## config.mk

```make
export PLATFORM = sky130hd
export DESIGN_NAME = tx_aurora_64b66b_framer_flat
export DESIGN_NICKNAME = d
export VERILOG_FILES = /design/src/rtl/tx_aurora_64b66b_framer_if.sv /design/src/rtl/tx_aurora_64b66b_framer.sv /design/src/flat_wrapper.sv
export SDC_FILE = /design/constraint.sdc
export NUM_CORES = 1
export LEC_CHECK = 0
export ABC_AREA = 1
export BUFFER_PORTS_ARGS = -buffer_cell sky130_fd_sc_hd__buf_4
export CAP_MARGIN = 20
export CELL_PAD_IN_SITES_DETAIL_PLACEMENT = 0
export CELL_PAD_IN_SITES_GLOBAL_PLACEMENT = 2
export CORE_AREA = 2 2 247 127
export CTS_CLUSTER_DIAMETER = 30
export CTS_CLUSTER_SIZE = 30
export DETAILED_ROUTE_END_ITERATION = 12
export DIE_AREA = 0 0 249 129
export PLACE_DENSITY_LB_ADDON = 0.1
export SLEW_MARGIN = 20
export SYNTH_ARGS = -nofsm -noshare
export SYNTH_HDL_FRONTEND = slang
export SYNTH_SLANG_ARGS = --single-unit
```

## constraint.sdc

```tcl
create_clock -name tx_clk -period 2.8 [get_ports tx_clk]
set_clock_uncertainty 0.1 [all_clocks]
set_input_delay 0.14 -clock tx_clk [delete_from_list [all_inputs] [get_ports tx_clk]]
set_output_delay 0.14 -clock tx_clk [all_outputs]
set_load 0.01 [all_outputs]
```

## src/rtl/tx_aurora_64b66b_framer_if.sv

```systemverilog
// Bus bundle between the Aurora 64b/66b transmit framer, its source FIFO and
// the gearbox.
//   master: framer side (pops FIFO, drives blocks and counters)
//   slave : environment side (FIFO, link status, gearbox ready)
interface tx_aurora_64b66b_framer_if;
  localparam int unsigned WORD_W = 32;
  localparam int unsigned HDR_W  = 2;
  localparam int unsigned PAY_W  = 64;
  localparam int unsigned DCNT_W = 16;
  localparam int unsigned PCNT_W = 8;

  logic              link_up;
  logic              out_ready;
  logic              fifo_empty;
  logic [WORD_W-1:0] fifo_data;
  logic              fifo_read;
  logic [HDR_W-1:0]  tx_header;
  logic [PAY_W-1:0]  tx_data;
  logic [DCNT_W-1:0] data_block_cnt;
  logic [PCNT_W-1:0] pad_cnt;

  modport master (
    input  link_up, out_ready, fifo_empty, fifo_data,
    output fifo_read, tx_header, tx_data, data_block_cnt, pad_cnt
  );

  modport slave (
    output link_up, out_ready, fifo_empty, fifo_data,
    input  fifo_read, tx_header, tx_data, data_block_cnt, pad_cnt
  );
endinterface

```

## src/rtl/tx_aurora_64b66b_framer.sv

```systemverilog
// Aurora 64b/66b single-lane transmit framer. Packs pairs of 32-bit FWFT FIFO
// words into 66-bit data blocks, fills gaps with idle blocks, inserts periodic
// clock-compensation blocks, pads out lone words after a timeout and
// optionally scrambles the payload (1 + x^39 + x^58).
// Ports:
//   tx_clk    : clock
//   tx_rst_n  : asynchronous active-low reset
//   bus       : link_up, out_ready, fifo_empty, fifo_data in;
//               fifo_read (combinational), tx_header, tx_data,
//               data_block_cnt, pad_cnt out
module tx_aurora_64b66b_framer #(
  parameter int unsigned CC_PERIOD    = 10000,
  parameter int unsigned FLUSH_CYCLES = 64,
  parameter logic [31:0] PAD_WORD     = 32'h0000_0000,
  parameter bit          SCRAMBLE     = 1'b1
) (
  input  logic                              tx_clk,
  input  logic                              tx_rst_n,
  tx_aurora_64b66b_framer_if.master         bus
);
  localparam int unsigned WORD_W = 32;
  localparam int unsigned PAY_W  = 64;
  localparam int unsigned SCR_W  = 58;
  localparam int unsigned CC_W   = (CC_PERIOD > 1) ? $clog2(CC_PERIOD) : 1;
  localparam int unsigned FL_W   = (FLUSH_CYCLES > 1) ? $clog2(FLUSH_CYCLES) : 1;

  localparam logic [1:0]       HDR_DATA = 2'b01;
  localparam logic [1:0]       HDR_CTRL = 2'b10;
  localparam logic [PAY_W-1:0] IDLE_BLK = 64'h7800_0000_0000_0000;
  localparam logic [PAY_W-1:0] CC_BLK   = 64'h7880_0000_0000_0000;

  typedef enum logic {ST_EMPTY, ST_HELD} pack_state_e;

  pack_state_e       state_q, state_d;
  logic [WORD_W-1:0] hold_q, hold_d;
  logic [FL_W-1:0]   flush_q, flush_d;
  logic [CC_W-1:0]   cc_q;
  logic [SCR_W-1:0]  scr_q, scr_next;
  logic [1:0]        hdr_q, hdr_d;
  logic [PAY_W-1:0]  data_q, pay_d, scr_pay;
  logic [15:0]       blk_cnt_q;
  logic [7:0]        pad_cnt_q;
  logic              inc_data, inc_pad;
  logic              cc_due, flush_due;

  assign cc_due    = (cc_q == CC_W'(CC_PERIOD - 1));
  assign flush_due = (flush_q == FL_W'(FLUSH_CYCLES - 1));

  // Pop only when a word is actually consumed; blocked while held in reset.
  assign bus.fifo_read = bus.out_ready & bus.link_up & ~bus.fifo_empty & ~cc_due & tx_rst_n;

  assign bus.tx_header      = hdr_q;
  assign bus.tx_data        = data_q;
  assign bus.data_block_cnt = blk_cnt_q;
  assign bus.pad_cnt        = pad_cnt_q;

  // Block selection and packer next state; priority CC > link down > data.
  always_comb begin
    state_d  = state_q;
    hold_d   = hold_q;
    flush_d  = flush_q;
    hdr_d    = HDR_CTRL;
    pay_d    = IDLE_BLK;
    inc_data = 1'b0;
    inc_pad  = 1'b0;
    if (cc_due) begin
      pay_d = CC_BLK;
    end else if (!bus.link_up) begin
      pay_d = IDLE_BLK;
    end else if (state_q == ST_HELD) begin
      if (!bus.fifo_empty) begin
        hdr_d    = HDR_DATA;
        pay_d    = {hold_q, bus.fifo_data};
        state_d  = ST_EMPTY;
        inc_data = 1'b1;
      end else if (flush_due) begin
        hdr_d    = HDR_DATA;
        pay_d    = {hold_q, PAD_WORD};
        state_d  = ST_EMPTY;
        inc_data = 1'b1;
        inc_pad  = 1'b1;
      end else begin
        flush_d = flush_q + FL_W'(1);
      end
    end else if (!bus.fifo_empty) begin
      hold_d  = bus.fifo_data;
      state_d = ST_HELD;
      flush_d = '0;
    end
  end

  // Bit-serial self-synchronous scrambler unrolled over the 64 payload bits.
  function automatic logic [SCR_W+PAY_W-1:0] scramble(input logic [PAY_W-1:0] din,
                                                      input logic [SCR_W-1:0] s_in);
    logic [SCR_W-1:0] s;
    logic [PAY_W-1:0] dout;
    s    = s_in;
    dout = '0;
    for (int i = 0; i < PAY_W; i++) begin
      dout[i] = din[i] ^ s[38] ^ s[57];
      s       = {s[SCR_W-2:0], dout[i]};
    end
    return {s, dout};
  endfunction

  assign {scr_next, scr_pay} = scramble(pay_d, scr_q);

  // State, counters and output block; everything freezes without out_ready.
  always_ff @(posedge tx_clk or negedge tx_rst_n) begin
    if (!tx_rst_n) begin
      state_q   <= ST_EMPTY;
      hold_q    <= '0;
      flush_q   <= '0;
      cc_q      <= '0;
      scr_q     <= '0;
      hdr_q     <= HDR_CTRL;
      data_q    <= IDLE_BLK;
      blk_cnt_q <= '0;
      pad_cnt_q <= '0;
    end else if (bus.out_ready) begin
      state_q <= state_d;
      hold_q  <= hold_d;
      flush_q <= flush_d;
      cc_q    <= cc_due ? '0 : cc_q + CC_W'(1);
      scr_q   <= SCRAMBLE ? scr_next : scr_q;
      hdr_q   <= hdr_d;
      data_q  <= SCRAMBLE ? scr_pay : pay_d;
      if (inc_data) blk_cnt_q <= blk_cnt_q + 16'd1;
      if (inc_pad && (pad_cnt_q != 8'hFF)) pad_cnt_q <= pad_cnt_q + 8'd1;
    end
  end
endmodule
```

## src/flat_wrapper.sv

```systemverilog
// flat-port wrapper written by rule: the top's interface ports become plain ports
module tx_aurora_64b66b_framer_flat 
#(
  parameter int unsigned CC_PERIOD    = 10000,
  parameter int unsigned FLUSH_CYCLES = 64,
  parameter logic [31:0] PAD_WORD     = 32'h0000_0000,
  parameter bit          SCRAMBLE     = 1'b1
)
  (tx_clk, tx_rst_n, bus_link_up, bus_out_ready, bus_fifo_empty, bus_fifo_data, bus_fifo_read, bus_tx_header, bus_tx_data, bus_data_block_cnt, bus_pad_cnt);
  tx_aurora_64b66b_framer_if bus_i ();
  input  logic tx_clk;
  input  logic tx_rst_n;
  input wire logic [$bits(bus_i.link_up)-1:0] bus_link_up;
  input wire logic [$bits(bus_i.out_ready)-1:0] bus_out_ready;
  input wire logic [$bits(bus_i.fifo_empty)-1:0] bus_fifo_empty;
  input wire logic [$bits(bus_i.fifo_data)-1:0] bus_fifo_data;
  output wire logic [$bits(bus_i.fifo_read)-1:0] bus_fifo_read;
  output wire logic [$bits(bus_i.tx_header)-1:0] bus_tx_header;
  output wire logic [$bits(bus_i.tx_data)-1:0] bus_tx_data;
  output wire logic [$bits(bus_i.data_block_cnt)-1:0] bus_data_block_cnt;
  output wire logic [$bits(bus_i.pad_cnt)-1:0] bus_pad_cnt;
  assign bus_i.link_up = bus_link_up;
  assign bus_i.out_ready = bus_out_ready;
  assign bus_i.fifo_empty = bus_fifo_empty;
  assign bus_i.fifo_data = bus_fifo_data;
  assign bus_fifo_read = bus_i.fifo_read;
  assign bus_tx_header = bus_i.tx_header;
  assign bus_tx_data = bus_i.tx_data;
  assign bus_data_block_cnt = bus_i.data_block_cnt;
  assign bus_pad_cnt = bus_i.pad_cnt;
  tx_aurora_64b66b_framer #(.CC_PERIOD(CC_PERIOD), .FLUSH_CYCLES(FLUSH_CYCLES), .PAD_WORD(PAD_WORD), .SCRAMBLE(SCRAMBLE)) u_core (.tx_clk(tx_clk), .tx_rst_n(tx_rst_n), .bus(bus_i));
endmodule
```

==> results of run 1 <==
## worst max path at each step
| stage | slack [ns] | endpoint | depth (start not counted) | startpoint |
|---|---|---|---|---|
| 4_1_cts | 0.17 | bus_fifo_read | 11 | u_core.cc_q[0]$_DFFE_PN0P_ |
| 2_1_floorplan | 0.95 | u_core.hold_q[23]$_DFFE_PN0P_ | 11 | u_core.cc_q[0]$_DFFE_PN0P_ |
| 5_1_grt | 0.07 | bus_fifo_read | 11 | u_core.cc_q[0]$_DFFE_PN0P_ |
| 3_5_place_dp | 0.47 | u_core.scr_q[1]$_DFFE_PN0P_ | 12 | u_core.cc_q[0]$_DFFE_PN0P_ |
| 3_3_place_gp | 0.45 | u_core.scr_q[1]$_DFFE_PN0P_ | 12 | u_core.cc_q[0]$_DFFE_PN0P_ |
| 6_report | 0.25 | bus_fifo_read | 11 | u_core.cc_q[0]$_DFFE_PN0P_ |
## Yosys cell counts (8+ instances only)
master	count
o21a_1	17
nor2_1	93
a21oi_1	8
dfrtp_1	142
inv_1	119
o21ai_0	42
nor3_1	8
xnor2_1	41
nand3_1	84
buf_4	58
clkbuf_1	18
nand3b_1	36
nand2_1	365
a31oi_1	21
xor2_1	33
and3_1	8
## per-stage QoR
step           setup WS, ns  power, mW  std cells   util  instance area (um2)
3_3_place_gp          0.447       8.95       1617  0.329                 9850
3_5_place_dp          0.471       8.94       1617  0.329                 9850
2_1_floorplan         0.948       7.46       1172      -                 8900
4_1_cts               0.173       11.8       1683  0.364                10900
5_1_grt              0.0703       12.7       1683  0.364                10900
6_report              0.250       11.7       1683  0.364                10900
## repair_timing
action                    4_1_cts  5_1_grt
hold buffers                   35        0
gates resized for setup         0        0
hold endpoints to repair      176        0
## cell type report
cell class | count | share of cell area
repair buffers | 171 | 0.130
well taps | 399 | 0.0459
multi-input cells | 809 | 0.379
clock buffers | 17 | 0.0391
flip-flops and latches | 147 | 0.339
inverters | 126 | 0.0439
clock inverters | 14 | 0.0239
## cell families (layout without fill, tap and decap cells)
group / count (synthesis) / after routing / share of synthesized area
xor gates and xnor gates: 74 / 74 / 0.0729
and+or+nand+nor: 625 / 625 / 0.312
DFF: 147 / 147 / 0.414
adders and majority gates: 5 / 5 / 0.00703
AOI/OAI and AO/OA: 105 / 105 / 0.0713
buffers and inverters: 216 / 328 / 0.122
## state kept, by name (all words and copies together), names as in the netlist
name / cells
u_core.flush_q: 6
u_core.bus.pad_cnt: 8
u_core.state_q: 1
u_core.bus.data_block_cnt: 16
u_core.hold_q: 32
u_core.bus.tx_data: 63
u_core.scr_q: 5
u_core.cc_q: 14
u_core.bus.tx_header: 2
## per-layer routing
| metal | wire (um) | up-vias | share of wire |
|---|---|---|---|
| li1 | - | 3847 | - |
| met1 | 16500 | 3472 | 0.60 |
| met2 | 9910 | 103 | 0.36 |
| met3 | 759 | 18 | 0.028 |
| met4 | 293 | 0 | 0.011 |
| met5 | 0 | - | 0 |
## where the power goes
part	internal, mW	switching [mW]
logic	2.17	2.74
clock network	1.75	1.01
registers	2.96	1.02
## worst max-delay path: stages, from the launching register on
cell,delay (ns)
dfrtp_1,0.40
ha_1,0.25
nand3_2,0.13
inv_1,0.09
nand3_2,0.08
nor2_2,0.05
nor2_4,0.26
nand2_4,0.15
inv_4,0.12
nand2_1,0.09
nor2_1,0.10
buf_4,0.14
==> impl_results.md, run 1 <==
* Run status: finished, final reports clean
* Detailed Routing Iterations Pass 1 at 5
* FMAX at 0.392 GHz
* CTS Buf Count at 17
* H-Tree Depth at 4
* Commonest non-fill, non-tap cell in the layout: nand2_1
* Hold Path End: u_core.flush_q[4]$_DFFE_PN0P_
* Register area share after synthesis at 0.414
* Count of final hold-check violations at 0
* Hold path depth at 5
* Initial antenna violation count at 0
* Row count at 45
* Setup TNS at 0 ns
* First-pass GRT wire length at 42700 um
* GR peak layer: met1
* Mapped Cells at around 1.2k
* Height of the die at 129 um
* Placer Congestion at 0.786
* PortBufs at 127
* Post-CTS Setup Bufs at 0
* CTS tree: yes
* Share of cells above drive strength 1 at 0.160
* Initial DRC count at 469
* Startpoint Class: register
* Hold Path Class: in -> reg
* # DRC at 0
* EDFF count, synth at 0
* Synth top area cells: dfrtp_1 (40%), nand2_1 (15%), inv_1 (5.0%), buf_4 (4.9%), nand3_1 (4.7%)
* Commonest non-fill, non-tap cells in the layout: nand2_1 (365), dfrtp_1 (142), buf_4 (132)
* Antenna fix cells at 0
* Syn Area/Cell at around 7.6 um2
* Crit. End Element: output port
* Area occupied by multi-input gates at 4120 um2
* CTS Sinks at 147
* Fin crit period at around 2.5 ns
* Slew HR at 0.351
* Met2 Use GR at 0.223
* DRT antenna net count at 0
* Final Cycle Share at 0.911
* Max cap viols at 0
* PwrDens at 1070 nW/um2
* Largest net degree at the start of global routing at 87
* GRT Overall Usage at 0.177
* HP Start: bus_link_up
* R2R setup slack at 0.46 ns
* Max FO, Critical Path at 10
* Setup Crit Path Kind: reg -> out
* Leakage at 5.40 nW
* Final wirelength at 27500 um
* Critical Path AT at about 2.3 ns
* Max Buffers Root-to-Sink at 2
* Post-DP HPWL at 19300 um
* WHS at 0.0691 ns
* Vias at 7440
* I/O pin count at 128
* CTS Root Buffer Type: clkbuf_16
* Yosys warning total at 0
* Worst r2r dst: u_core.scr_q[1]$_DFFE_PN0P_
* RSZ-0062 raised after global routing: false
* Vias per cell at roughly 4.4
* Remaining global-route overflow at 0
* Final Max Slew Viols at 0
* Vias in the first global route at 6984
* Final net count at about 1.3k
* Mapped Area at 8900 um2
* Setup violations, final at 0
* Critical R2R Launch: u_core.cc_q[0]$_DFFE_PN0P_
* Area grow syn2layout at 22.3%
* Req. time, crit path at 2.56 ns
* R2R depth at 12
* Post-synth top area cell: dfrtp_1
* VDD IR max at 464 uV
* Mapped Nets at approximately 1.2k
* Starting Density at 0.298
* M3 GR Usage at 0.0303
* Fill count at 3187
* Register area at 3680 um2
* Seq cells post-synth at 147
* Die width at 249 um
* Post-synth cell types at 40
* Die area at 32100 um2
* Yosys top cell area share at 0.399
* Skew-Pair Late Insertion Delay at roughly 0.44 ns
* Primary FF master, synth: dfrtp_1
* Clock transition at path regs at 0.07 ns
* Routed WL per cell at 16.3 um
* GR Util met1 at 0.293
* Area of the core at around 30000 um2
* Worst-margin pin slew at 0.973 ns
* Async SR Flop Fraction at 1.00
(Power assumes the default switching activity.)
==> inputs of run 2 (changes only) <==
--- a/config.mk
+++ b/config.mk
@@ -16,7 +16,8 @@
 export DETAILED_ROUTE_END_ITERATION = 12
 export DIE_AREA = 0 0 249 129
 export PLACE_DENSITY_LB_ADDON = 0.1
-export SLEW_MARGIN = 20
+export RECOVER_POWER = 100
+export SLEW_MARGIN = 30
 export SYNTH_ARGS = -nofsm -noshare
 export SYNTH_HDL_FRONTEND = slang
 export SYNTH_SLANG_ARGS = --single-unit
==> impl_results.md, run 2 (same netlist as run 1, synthesis figures left out) <==
* # DRC at 0 (unchanged)
* Height of the die at 129 um (unchanged)
* WHS at 0.0133 ns (-0.0558 ns)
* FMAX at 0.396 GHz (+1.0%)
* Psw at 4.77 mW (-0.12%)
* Leakage at 5.03 nW (-6.8%)
* Worst r2r dst: u_core.flush_q[5]$_DFFE_PN0P_
* Skew-Pair Late Insertion Delay at 0.45 ns (about the same)
* GRT Overall Usage at 0.177 (unchanged)
* R2R depth at 11 (-1)
* HP Start: bus_link_up
* Met2 wire len at 9830 um (-0.80%)
* Post-CTS Setup Bufs at 0 (unchanged)
* VDD IR max at 463 uV (-0.17%)
* Area grow syn2layout at 18.0%
* DRT antenna net count at 0 (unchanged)
* Fill count at 3263 (+2.4%)
* Startpoint Class: register
* Hold path depth at 5 (unchanged)
* Critical R2R Launch: u_core.cc_q[0]$_DFFE_PN0P_
* Slew HR at 0.0722 (-0.279)
* Starting Density at 0.298 (unchanged)
* DP Cell Count at 1617 (unchanged)
* Routed WL per cell at 16.4 um (+0.17%)
* Vias at 7488 (+0.65%)
* Remaining global-route overflow at 0 (unchanged)
* CTS Sinks at 147 (unchanged)
* M1 WL at 16600 um (+0.30%)
* Initial DRC count at 403 (-14%)
* Max FO, Critical Path at 10 (unchanged)
* Post-DP HPWL at 19300 um (unchanged)
* RSZ-0062 raised after global routing: false
* Clock transition at path regs at 0.07 ns (about the same)
* Final Cycle Share at 0.901 (-0.00941)
* CTS Root Buffer Type: clkbuf_16
* PwrDens at 1070 nW/um2 (about the same)
* Fin crit period at 2.52 ns (-0.0264 ns)
* Vias per cell at 4.45 (+0.59%)
* Largest net degree at the start of global routing at 87 (unchanged)
* Final wirelength at 27500 um (+0.23%)
* Setup TNS at 0 ns (unchanged)
* H-Tree Depth at 4 (unchanged)
* Area of the core at 29900 um2 (unchanged)
* Hold Path End: u_core.bus.pad_cnt[5]$_DFFE_PN0P_
* Post-route insts no fill at 1684 (+0.059%)
* Count of final hold-check violations at 0 (unchanged)
* R2R setup slack at 0.28 ns (-0.18 ns)
* Worst-margin pin slew at 1.39 ns (+0.419 ns)
* Crit. End Element: register
* Setup Crit Path Kind: reg -> reg
* Seq pwr share at 0.353 (+0.011)
* Row count at 45 (unchanged)
* Number of flip-flops in the largest register at 63 (unchanged)
* First-pass GRT wire length at 42700 um (unchanged)
* Placer Congestion at 0.786 (unchanged)
* I/O pin count at 128 (unchanged)
* # resized after CTS at 0 (unchanged)
* Detailed Routing Iterations Pass 1 at 5 (unchanged)
* Max cap viols at 0 (unchanged)
* Antenna fix cells at 0 (unchanged)
* # hold bufs at CTS at 35 (unchanged)
* Total power at 11.3 mW (-3.4%)
* DR top layer: met4
* Setup violations, final at 0 (unchanged)
* Comb pwr share at 0.401 (-0.020)
* Commonest non-fill, non-tap cells in the layout: nand2_1 (368), dfrtp_1 (142), inv_1 (119)
* Hold Path Class: in -> reg
* CTS Buf Count at 17 (unchanged)
* Clock Power Share at 0.246 (+0.009)
* Switching share of power at 0.424 (+0.0141)
* Critical Path AT at 2.75 ns (+0.44 ns)
* Vias in the first global route at 6984 (unchanged)
* P_int at 6.49 mW (-5.8%)
* Die area at 32100 um2 (unchanged)
* Die width at 249 um (unchanged)
* Post-DP Area at 9850 um2 (unchanged)
* Final instance area at 10500 um2 (-3.5%)
* Max Buffers Root-to-Sink at 2 (unchanged)
* DR WL met3 at 851 um (+12%)
* Req. time, crit path at 3.03 ns (+0.47 ns)
* PortBufs at 127 (unchanged)
* Final net count at 1315 (+0.076%)
* Run status: finished, final reports clean
* Initial antenna violation count at 0 (unchanged)
* Share of cells above drive strength 1 at 0.0817 (-0.0779)
* Commonest non-fill, non-tap cell in the layout: nand2_1
* CTS tree: yes
* Final Max Slew Viols at 0 (unchanged)
==> run 2: cell types whose count changed in the layout (fill, tap and decap cells not counted), moves of 2 or more <==
| cell | delta |
|---|---|
| dfstp_2 | -4 |
| nor2_1 | +2 |
| nand2_2 | -2 |
| nor3_1 | +3 |
| dfstp_1 | +4 |
| nor3_2 | -2 |
| buf_4 | -88 |
| o21ai_0 | +4 |
| o21ai_1 | -4 |
| nand2_1 | +3 |
| clkbuf_1 | +88 |
==> run 2: critical path: stages (launching register included) <==
cell and delay [ns]:
dfrtp_1 0.40, ha_1 0.25, nand3_2 0.13, inv_1 0.09, nand3_2 0.06, nor2_1 0.06
nor2_4 0.27, nand2_4 0.11, nor3_1 0.58, inv_2 0.18, nand2_1 0.10, o21ai_0 0.07
==> run 2: metrics by stage <==
step                      utilization  setup slack (ns)
final                           0.351             0.277
after detailed placement        0.329             0.471
after floorplan                     -             0.948
after global placement          0.329             0.447
after global routing            0.351            0.0723
after CTS                       0.364             0.173
==> run 2: worst max-delay path by stage <==
stage / cells past startpoint / start / endpoint / slack, ns
finish: 11 / u_core.cc_q[0]$_DFFE_PN0P_ / u_core.flush_q[5]$_DFFE_PN0P_ / 0.28
global route: 10 / u_core.flush_q[1]$_DFFE_PN0P_ / u_core.bus.data_block_cnt[7]$_DFFE_PN0P_ / 0.07
CTS: 11 / u_core.cc_q[0]$_DFFE_PN0P_ / bus_fifo_read / 0.17
detailed placement: 12 / u_core.cc_q[0]$_DFFE_PN0P_ / u_core.scr_q[1]$_DFFE_PN0P_ / 0.47
global placement: 12 / u_core.cc_q[0]$_DFFE_PN0P_ / u_core.scr_q[1]$_DFFE_PN0P_ / 0.45
floorplan: 11 / u_core.cc_q[0]$_DFFE_PN0P_ / u_core.hold_q[23]$_DFFE_PN0P_ / 0.95
==> run 2: cell type report <==
class	count	area [um2]	share of cell area
inverters	126	478	0.0455
well taps	399	499	0.0475
clock buffers	17	425	0.0405
multi-input cells	809	4070	0.388
clock inverters	14	260	0.0248
flip-flops and latches	147	3680	0.351
repair buffers	172	1080	0.103
==> run 2: power groups by stage <==
stage               clock network [mW]  registers [mW]  logic (mW)
finish                            2.77            3.97        4.51
global route                      2.93            4.11        5.22
CTS                               2.83            4.01        4.97
detailed placement                   0            4.02        4.91
global placement                     0            4.04        4.91
floorplan                            0            3.68        3.78
==> run 2: per-layer routing <==
layer  up-vias  GRT usage
li1       3852          -
met1      3505      0.293
met2       113      0.223
met3        18     0.0303
met4         0     0.0503
met5         -          0
==> inputs of run 3 (changes only) <==
--- a/config.mk
+++ b/config.mk
@@ -15,6 +15,7 @@
 export CTS_CLUSTER_SIZE = 30
 export DETAILED_ROUTE_END_ITERATION = 12
 export DIE_AREA = 0 0 249 129
+export GPL_TIMING_DRIVEN = 0
 export PLACE_DENSITY_LB_ADDON = 0.1
 export RECOVER_POWER = 100
 export SLEW_MARGIN = 30
==> impl_results.md, run 3 (same netlist as run 1, synthesis figures left out) <==
* Run status: finished, final reports clean
* Commonest non-fill, non-tap cell in the layout: nand2_1
* Starting Density at 0.298 (unchanged)
* Critical Path AT at 2.36 ns (-0.39 ns)
* CTS Buf Count at 17 (unchanged)
* Worst r2r dst: u_core.bus.tx_data[43]$_DFFE_PN0P_
* Register area at 3680 um2 (unchanged)
* Total power at 11.6 mW (+2.9%)
* Area occupied by multi-input gates at 4100 um2 (+0.74%)
* Fill count at 3202 (-1.9%)
* Placer Congestion at 0.796 (+1.2%)
* Final wirelength at 33800 um (+23%)
* RSZ-0062 raised after global routing: false
* Routed WL per cell at 19.2 um (+17%)
* Remaining global-route overflow at 0 (unchanged)
* Setup Crit Path Kind: reg -> out
* Hold path depth at 5 (unchanged)
* CTS Sinks at 147 (unchanged)
* Fin crit period at 2.60 ns (+0.0787 ns)
* Final Max Slew Viols at 0 (unchanged)
* # DRC at 0 (unchanged)
* First-pass GRT wire length at 50500 um (+18%)
* Area of the core at 29900 um2 (unchanged)
* Leakage at 5.51 nW (+9.5%)
* Setup TNS at 0 ns (unchanged)
* Hold Path Class: in -> reg
* I/O pin count at 128 (unchanged)
* Number of buffers and inverters on the critical path at 3 (+1)
* Clock transition at path regs at 0.06 ns (about the same)
* Final net count at 1395 (+6.1%)
* Largest net degree at the start of global routing at 54 (-38%)
* CP top delay family: simple AND/OR/NAND/NOR gates
* Count of final hold-check violations at 0 (unchanged)
* Die area at 32100 um2 (unchanged)
* Crit. End Element: output port
* R2R depth at 12 (+1)
* Number of flip-flops in the largest register at 63 (unchanged)
* VDD IR max at 526 uV (+14%)
* Max cap viols at 0 (unchanged)
* Vias at 8119 (+8.4%)
* Post-DP HPWL at 24600 um (+28%)
* Post-route insts no fill at 1765 (+4.8%)
* CTS Root Buffer Type: clkbuf_16
* R2R setup slack at 0.21 ns (-0.07 ns)
* Initial DRC count at 625 (+55%)
* Commonest non-fill, non-tap cells in the layout: nand2_1 (367), dfrtp_1 (142), inv_1 (121)
* PortBufs at 126 (-0.79%)
* Critical R2R Launch: u_core.flush_q[1]$_DFFE_PN0P_
* Antenna fix cells at 0 (unchanged)
* CTS tree: yes
* Detailed Routing Iterations Pass 1 at 5 (unchanged)
* Die width at 249 um (unchanged)
* Initial antenna violation count at 0 (unchanged)
* Max Buffers Root-to-Sink at 2 (unchanged)
* Setup violations, final at 0 (unchanged)
* Layout Utilization at 0.371 (+0.0200)
* Startpoint Class: register
* Height of the die at 129 um (unchanged)
* Final Cycle Share at 0.929 (+0.0281)
* Slew HR at 0.305 (+0.232)
* H-Tree Depth at 4 (unchanged)
* HP Start: bus_link_up
* Worst path max stage delay at 0.41 ns (-0.17 ns)
* Hold Path End: u_core.bus.pad_cnt[1]$_DFFE_PN0P_
* DP Cell Count at 1699 (+5.1%)
* Crit-path slowest cell: dfrtp_1
* Critical path, cell by cell: ha_1 > nand3_2 > inv_1 > nand3_2 > nor2_1 > nor2_4 > nand2_4 > inv_4 > nand2_1 > nor2_1 > buf_4
* Final WS setup at 0.198 ns (-0.0787 ns)
* Max FO, Critical Path at 10 (unchanged)
* FMAX at 0.384 GHz (-3.0%)
* # resized after CTS at 0 (unchanged)
* Worst-margin pin slew at 1.04 ns (-0.349 ns)
* Skew-Pair Late Insertion Delay at 0.45 ns (about the same)
* Vias per cell at 4.60 (+3.5%)
* Req. time, crit path at 2.56 ns (-0.47 ns)
* PwrDens at 1040 nW/um2 (-2.7%)
* DRT antenna net count at 0 (unchanged)
* Vias in the first global route at 7530 (+7.8%)
* Area grow syn2layout at 24.8%
* Row count at 45 (unchanged)
* Share of cells above drive strength 1 at 0.163 (+0.0808)
* GRT Overall Usage at 0.218 (+0.0410)
* Dpl ws at 0.229 ns (-0.242 ns)
-- run 3: metrics by stage --
stage | cell area, um2 | hold slack [ns]
floorplan | 8900 | -0.256
global placement | 10300 | 0.263
detailed placement | 10400 | -0.0184
CTS | 11300 | 0.0461
global route | 11100 | 0.0701
finish | 11100 | 0.0560
-- run 3: power breakdown --
| group | switching [mW] | internal, mW |
|---|---|---|
| clock network | 0.976 | 1.22 |
| registers | 0.981 | 2.96 |
| logic | 2.95 | 2.50 |
-- run 3: how the worst max path moves through the flow --
stage,endpoint,startpoint,cells past startpoint
floorplan,u_core.hold_q[23]$_DFFE_PN0P_,u_core.cc_q[0]$_DFFE_PN0P_,11
global route,bus_fifo_read,u_core.cc_q[0]$_DFFE_PN0P_,11
finish,bus_fifo_read,u_core.cc_q[0]$_DFFE_PN0P_,11
global placement,u_core.bus.tx_data[43]$_DFFE_PN0P_,u_core.flush_q[1]$_DFFE_PN0P_,12
detailed placement,u_core.bus.tx_data[43]$_DFFE_PN0P_,u_core.flush_q[1]$_DFFE_PN0P_,12
CTS,bus_fifo_read,u_core.cc_q[0]$_DFFE_PN0P_,11
-- run 3: area by class of cell --
class                      count  area share
timing repair buffer         162       0.111
clock inverter                 6     0.00271
tap                          399      0.0450
buffer                        90      0.0522
clock buffer                  26      0.0450
inverter                     126      0.0431
multi-input combinational    809       0.369
sequential                   147       0.332
-- run 3: worst reg2reg max path: cells and delay by family (launching register included) --
family	cells	cell delay, ns
fa+ha+maj	1	0.20
buf+inv	2	0.51
flops	1	0.39
simple gates	9	1.28
-- run 3: timing repair --
action / 4_1_cts / 5_1_grt
setup buffers: 0 / 0
endpoints found under the setup margin: 0 / 0
hold endpoints to repair: 131 / 0
hold buffers: 34 / 0
-- run 3: metal layers --
layer | GRT usage | part of all wire | up-vias
li1 | - | - | 4022
met1 | 0.356 | 0.57 | 3889
met2 | 0.290 | 0.38 | 193
met3 | 0.0382 | 0.046 | 15
met4 | 0.0421 | 0.0071 | 0
met5 | 0 | 0 | -
